`src/rtl/uop_seq_ctrl.sv`:
```
// uop_seq_ctrl: microcode sequencer for curve-arithmetic ROMs; optional WAITOP watchdog via UOP_SEQ_WATCHDOG_EN
module uop_seq_ctrl #(
    parameter int         ADDR_W = 6,
    parameter int         WDOG_W = 12,
    parameter logic [4:0] PZ_IDX = 5'd8,
    parameter logic [4:0] T1_IDX = 5'd9,
    parameter logic [4:0] T2_IDX = 5'd10
) (
    input  logic              clk,
    input  logic              rst,
    input  logic              start,
    input  logic [ADDR_W-1:0] base_addr,
    output logic              busy,
    output logic              done,
    output logic [ADDR_W-1:0] rom_addr,
    input  logic [19:0]       rom_data,
    output logic              op_ena,
    output logic [3:0]        op_code,
    output logic [4:0]        op_src1,
    output logic [4:0]        op_src2,
    output logic [3:0]        op_dst,
    input  logic              op_rdy,
    input  logic              cmp_zero,
    output logic [2:0]        flags,
    output logic              err
);
    localparam logic [2:0] S_IDLE    = 3'd0;
    localparam logic [2:0] S_FETCH   = 3'd1;
    localparam logic [2:0] S_ROMWAIT = 3'd2;
    localparam logic [2:0] S_DECODE  = 3'd3;
    localparam logic [2:0] S_ISSUE   = 3'd4;
    localparam logic [2:0] S_WAITOP  = 3'd5;
    localparam logic [2:0] S_END     = 3'd6;
    localparam logic [3:0] OP_CMP    = 4'd1;
    localparam logic [3:0] OP_MUL    = 4'd5;
    localparam logic [ADDR_W-1:0] AONE = 1;

    logic [2:0] state;
    logic [3:0] d_op;
    logic [1:0] d_ex;
    logic       d_rdy;
    logic       d_go;
    logic       last;
    logic       wdog_to;

    assign d_op   = rom_data[19:16];
    assign d_ex   = rom_data[1:0];
    assign d_rdy  = (d_op == 4'd0) || (d_op > OP_MUL);
    assign d_go   = (d_ex == 2'd0) ? 1'b1 :
                    (d_ex == 2'd1) ? !flags[2] :
                    (d_ex == 2'd2) ? (flags == 3'b100) : (flags == 3'b101);
    assign last   = &rom_addr;
    assign busy   = (state != S_IDLE);
    assign done   = (state == S_END);
    assign op_ena = (state == S_ISSUE);

`ifdef UOP_SEQ_WATCHDOG_EN
    localparam logic [WDOG_W-1:0] WONE = 1;
    logic [WDOG_W-1:0] wdog;
    logic [WDOG_W-1:0] wdog_nxt;
    logic              err_q;
    assign wdog_nxt = wdog + WONE;
    assign wdog_to  = &wdog_nxt;
    assign err      = err_q;
    // Watchdog restarts on every entry to WAITOP; err sticks until the next accepted start
    always_ff @(posedge clk) begin
        if (rst) begin
            wdog  <= '0;
            err_q <= 1'b0;
        end else begin
            wdog <= (state == S_WAITOP) ? wdog_nxt : '0;
            if (state == S_IDLE && start)
                err_q <= 1'b0;
            else if (state == S_WAITOP && !op_rdy && wdog_to)
                err_q <= 1'b1;
        end
    end
`else
    assign wdog_to = (WDOG_W == 0);
    assign err     = 1'b0;
`endif

    // Sequencer FSM: fetch, decode/condition check, issue, await completion; no wrap past the top address
    always_ff @(posedge clk) begin
        if (rst) begin
            state    <= S_IDLE;
            rom_addr <= '0;
            flags    <= 3'b000;
            op_code  <= 4'd0;
            op_src1  <= 5'd0;
            op_src2  <= 5'd0;
            op_dst   <= 4'd0;
        end else begin
            case (state)
                S_IDLE: if (start) begin
                    rom_addr <= base_addr;
                    flags    <= 3'b000;
                    state    <= S_FETCH;
                end
                S_FETCH:   state <= S_ROMWAIT;
                S_ROMWAIT: state <= S_DECODE;
                S_DECODE: if (d_rdy) begin
                    state <= S_END;
                end else if (d_go) begin
                    op_code <= d_op;
                    op_src1 <= rom_data[15:11];
                    op_src2 <= rom_data[10:6];
                    op_dst  <= rom_data[5:2];
                    state   <= S_ISSUE;
                end else begin
                    rom_addr <= last ? rom_addr : rom_addr + AONE;
                    state    <= last ? S_END : S_FETCH;
                end
                S_ISSUE: state <= S_WAITOP;
                S_WAITOP: if (op_rdy) begin
                    if (op_code == OP_CMP && op_src1 == PZ_IDX) flags[2] <= !cmp_zero;
                    if (op_code == OP_CMP && op_src1 == T1_IDX) flags[1] <= !cmp_zero;
                    if (op_code == OP_CMP && op_src1 == T2_IDX) flags[0] <= !cmp_zero;
                    rom_addr <= last ? rom_addr : rom_addr + AONE;
                    state    <= last ? S_END : S_FETCH;
                end else if (wdog_to) begin
                    state <= S_END;
                end
                S_END:   state <= S_IDLE;
                default: state <= S_IDLE;
            endcase
        end
    end
endmodule
```
`config.mk`:
```
export PLATFORM = sky130hd
export DESIGN_NAME = uop_seq_ctrl
export DESIGN_NICKNAME = d
export VERILOG_FILES = /design/src/rtl/uop_seq_ctrl.sv
export SDC_FILE = /design/constraint.sdc
export NUM_CORES = 1
export LEC_CHECK = 0
export ABC_AREA = 1
export BUFFER_PORTS_ARGS = -buffer_cell sky130_fd_sc_hd__buf_2
export CORE_MARGIN = 4
export CORE_UTILIZATION = 54
export CTS_BUF_LIST = sky130_fd_sc_hd__clkbuf_4 sky130_fd_sc_hd__clkbuf_8
export DETAILED_ROUTE_END_ITERATION = 7
export HOLD_SLACK_MARGIN = 0.12
export MAX_ROUTING_LAYER = met4
export PLACE_DENSITY = 0.88
export SLEW_MARGIN = 20
export SYNTH_ARGS = -nofsm -noshare
export SYNTH_HDL_FRONTEND = slang
export SYNTH_SLANG_ARGS = --single-unit
```
`constraint.sdc`:
```
create_clock -name clk -period 3.72 [get_ports clk]
set_clock_uncertainty 0.15 [all_clocks]
set_input_delay 0.372 -clock clk [delete_from_list [all_inputs] [get_ports clk]]
set_output_delay 0.372 -clock clk [all_outputs]
set_load 0.02 [all_outputs]
```
---- Word level (Yosys, flattened, before mapping) ----
Cells that the tools add are included.
word-level totals
  output and inout port bits .............. 31
  input bits .............................. 31
  register bits after elaboration ......... 30
  word-level logic and storage cells ...... 73
cells by class
  order comparisons ....................... 1
  multiplexer cells ....................... 21
  bitwise operators ....................... 1
  $add $sub $neg .......................... 1
  equality and inequality tests ........... 21
  reduce and logical (&&, ||, !) cells .... 19
operators by type and width
  kind                 count
  $mux 6               5
  $mux 3               7
  $pmux 3 s6           1
  $pmux 6 s3           1
  $eq 3x3->1 const B   5
  $eq 5x4->1 const B   3
  $ne 2x2->1 const B   7
  $reduce_and 4->1     3
  $add 6x1->6 const B  1
  $eq 3x2->1 const B   2
  $mux 1               6
  $pmux 3 s2           1
  $reduce_and 6->1     1
  $reduce_bool 3->1    2
  $reduce_and 5->1     1
  $eq 4x1->1 const B   1
  $gt 4x3->1 const B   1
  $logic_not 4->1      1
  $eq 3x1->1 const B   1
  $logic_and 1x1->1    3
  $logic_not 3->1      1
  $reduce_and 3->1     1
  $eq 2x1->1 const B   1
  $eq 2x2->1 const B   1
  6 further kinds      7

---- Logic depth before layout (Yosys ltp) ----
  depth after elaboration ................. 7
  gate-level depth with buffers ........... 10
  depth with buffers taken out ............ 10

---- Least setup slack after synthesis ----
Ideal clock, no wire load.
  path kind ............................... register to register
  start ................................... reg rom_addr[0]
  end ..................................... reg rom_addr[2]
  stages on the path, launching flop included .. 11
  clock period less this slack ............ 1755 ps
  data arrival time ....................... 1491 ps
  slack ................................... 1965 ps
  path through ............................ dfxtp_1 > ha_1 > nand3_1 > nor2_1 > nand2_2 > nand2_2 > nor2_4 > nand2_4 > clkinv_2 > nor2_1 > nor2_1
between the ends
  cells in the longest elaborated chain, start to end .. 5
ends and longest elaborated chain
  item                                                    line          source
  start: declaration                                      15            output logic [ADDR_W-1:0] rom_addr,
  start signal: assignment                                96            rom_addr <= base_addr;
  start signal: assignment                                111           rom_addr <= last ? rom_addr : rom_addr + AONE;
  start signal: assignment                                119           rom_addr <= last ? rom_addr : rom_addr + AONE;
  $add 6x1->6 / $reduce_and 6->1 (equally long branches)  111, 119, 52
  $mux 6 *                                                111, 119
  $mux 6                                                  104           end else if (d_go) begin
  $mux 6                                                  102           S_DECODE: if (d_rdy) begin
  $pmux 6 s3 *                                            94            case (state)
Every way passes the cells marked *; elsewhere a longest branch is shown, timed or not. The select of a mux whose other input is x is not followed.
A chain may end at the register's enable or synchronous reset.

---- Worst setup path after layout ----
  start ................................... reg state[1]
  end ..................................... out busy
between the ends
  cells in the longest elaborated chain, start to end .. 1
ends and longest elaborated chain
  item                      line  source
  start: declaration        38    logic [2:0] state;
  start signal: assignment  112   state <= last ? S_END : S_FETCH;
  start signal: assignment  120   state <= last ? S_END : S_FETCH;
  $reduce_bool 3->1         53    assign busy = (state != S_IDLE);
  end: declaration          13    output logic busy,
No other way between the ends.

==> results.yml <==
synthesis:
  ys_ff_latch: 30
  synth_flop_cell: "dfxtp_1"
  syn-cell-area_um2: 1570
  yosysTopAreaCellShare_pct: 38.3
  synth_warnings: 0
  async_flop_share_pct: 0
  ys_seq_area_share_pct: 38.3
  syn_inst: 238
  synth_nets: 270
  synth.top_cells.by_area: "dfxtp_1, nand2_1, nor2_1"
  synth_cell_type_count: 28
  avgSynthCellArea_um2: 6.59
  synth_top_area_cell: "dfxtp_1"
  synth_edf_count: 0
place:
  placed_area_um2: 1880
  dpl_worst_slack_ns: 1.88
  place.detailed.hpwl_um: 2910
  port_buffers: 60
  routabilityCongestion: 0.893
floorplanning:
  start_util_pct: 56.9
  dieWidth_um: 61.9
  die_area_um2: 3830
  core_um2: 2760
  num_rows: 19
  io_pins: 62
  die_h_um: 61.9
drt:
  remaining_drc_errors: 0
  vias: 1689
  final_antenna_net_count: 0
  totalWireLength_um: 3820
  drt_first_pass_iters: 4
  drt-vias-per-instance: 5.07
  wl_per_cell_um: 11.5
  drt_iter0_drc: 69
cts:
  clock_latency_ns: 0.34
  root_buffer: "clkbuf_4"
  cts.repair.resized: 0
  clk_pin_slew_worst_paths_ns: 0.09
  cts_tree: "done"
  cts_buffers: 5
  clock_sinks: 30
  cts.path.max_buffers: 2
  htreeDepth: 2
layout:
  multi_input_area_um2: 852
  nets: 333
  insertedDiodeCount: 0
  area_delta_synth_final_pct: 24.6
  regArea_um2: 601
  drive_above_1_share_pct: 28.5
  final_area_um2: 1950
  fill_cells: 245
timing:
  rsz0062_at_grt: "no"
  finalSetupViolCount: 0
  hold_slack_ns: 0.134
  slew_headroom_pct: 54.6
  final-hold-violation-count: 0
  report.final.slew_viol_count: 0
  post-route-period-util_pct: 50.0
  min_period_ns: 1.86
  max_slew.worst_pin.slew_ns: 0.681
  setup-tns-final_ns: 0
  fin_ws_ns: 1.86
  fmax_ghz: 0.538
worst_setup_path:
  arrival_ns: 1.34
  r2r-end: "rom_addr[0]"
  path_delay_family: "buffers and inverters"
  crit_path_top_delay_cell: "dfxtp_1"
  crit_top_cell: "inv_1"
  r2r-start: "rom_addr[0]"
  cpPeakStageDelay_ns: 0.35
  critPathMaxFanout: 4
  path_cells: "inv_1 -> nand2_1 -> nor2_1 -> inv_1 -> buf_2"
  cp-start-kind: "flip-flop"
  end_kind: "primary output"
  reg2regPathDepth: 10
  crit_type: "flip-flop to primary output"
  critPathRequiredTime_ns: 3.20
  r2r_slack_ns: 1.91
  crit_buf_inv: 3
worst_hold_path:
  hp-start: "rom_data[11]"
  hp-class: "input port to flip-flop"
  whs_path_depth: 3
  min_to: "op_src1[0]"
power_and_ir_drop:
  p_leak_nw: 1.01
  power_density_nw_per_um2: 407
  peakVddDrop_mv: 0.377
global_routing:
  grt_max_degree: 27
  grtUsageTotal_pct: 22.9
  antenna_found_initial: 0
  grt_pass1_vias: 1497
  grt_pass1_wl_um: 6270
  grt-ovfl-total: 0
run:
  drv_cap: 0
outcome:
  run_status: "completed"
## kinds of logic after synthesis
group           Yosys count  share of synthesized area, %
simple gates            143                          41.3
buf+inv                  28                          7.34
other cells               1                         0.239
xor+xnor                  2                          1.12
fa+ha+maj                 1                         0.798
compound gates           33                          10.9
flops                    30                          38.3
## worst min-delay path, stage by stage
cell and delay [ns]:
buf_2 0.07, o21ai_0 0.07, nor2_1 0.07
## layout by cell type, fill, tap and decap left out, types with 3 or more instances in the layout
| cell | netlist | layout |
|---|---|---|
| a21oi_1 | 11 | 11 |
| buf_2 | 1 | 60 |
| clkbuf_4 | 0 | 6 |
| dfxtp_1 | 30 | 30 |
| inv_1 | 20 | 20 |
| nand2_1 | 57 | 57 |
| nand2_2 | 5 | 5 |
| nand3_1 | 12 | 12 |
| nand3b_1 | 3 | 3 |
| nand4_1 | 3 | 3 |
| nor2_1 | 51 | 51 |
| nor3_1 | 3 | 3 |
| o21ai_0 | 19 | 19 |
## final cells by class
type | count | area share, %
timing repair buffer | 61 | 15.9
clock inverter | 1 | 0.256
multi-input combinational | 180 | 43.6
sequential | 30 | 30.7
inverter | 23 | 4.48
tap | 31 | 1.99
clock buffer | 7 | 3.01
## Yosys cell counts, types with 3 or more instances
| cell | n |
|---|---|
| nand2_2 | 5 |
| nand3_1 | 12 |
| nand4_1 | 3 |
| nand3b_1 | 3 |
| inv_1 | 20 |
| o21ai_0 | 19 |
| nand2_1 | 57 |
| a21oi_1 | 11 |
| nor2_1 | 51 |
| nor3_1 | 3 |
| dfxtp_1 | 30 |
## how the worst max path moves through the flow
stage / startpoint / to / slack [ns] / cells after the start
floorplan: rom_addr[0] / rom_addr[2] / 1.97 / 10
global placement: rom_data[18] / op_code[2] / 1.95 / 6
detailed placement: rom_data[18] / op_code[2] / 1.88 / 6
CTS: state[1] / busy / 1.85 / 5
global route: rom_addr[1] / rom_addr[0] / 1.74 / 10
finish: state[1] / busy / 1.86 / 5
## sequential cells by signal, indices dropped and copies added (netlist names)
signal / flops
state: 3
op_dst: 4
op_src2: 5
flags: 3
op_src1: 5
rom_addr: 6
op_code: 4
## report_power, final
group / switching (mW) / total, mW / internal, mW
Clock: 0.113 / 0.212 / 0.0987
Combinational: 0.133 / 0.212 / 0.0786
Sequential: 0.0258 / 0.371 / 0.345
## stage by stage
| step | util, % | total power [mW] | std cells |
|---|---|---|---|
| 2_1_floorplan | - | 0.526 | 238 |
| 3_3_place_gp | 68.1 | 0.585 | 324 |
| 3_5_place_dp | 68.1 | 0.589 | 324 |
| 4_1_cts | 70.8 | 0.799 | 333 |
| 5_1_grt | 70.8 | 0.850 | 333 |
| 6_report | 70.8 | 0.795 | 333 |
## routing by layer
metal | routed length, um | track usage (%) | up-vias
li1 | - | - | 879
met1 | 1540 | 24.2 | 754
met2 | 1950 | 40.1 | 48
met3 | 261 | 7.02 | 8
met4 | 78 | 8.18 | 0
met5 | 0 | - | -
## timing repair
item | 4_1_cts | 5_1_grt
hold buffers | 1 | 0
endpoints found under the hold margin | 4 | 0
buffers inserted | 0 | 0
No activity file was read; power rests on OpenSTA's default activity.
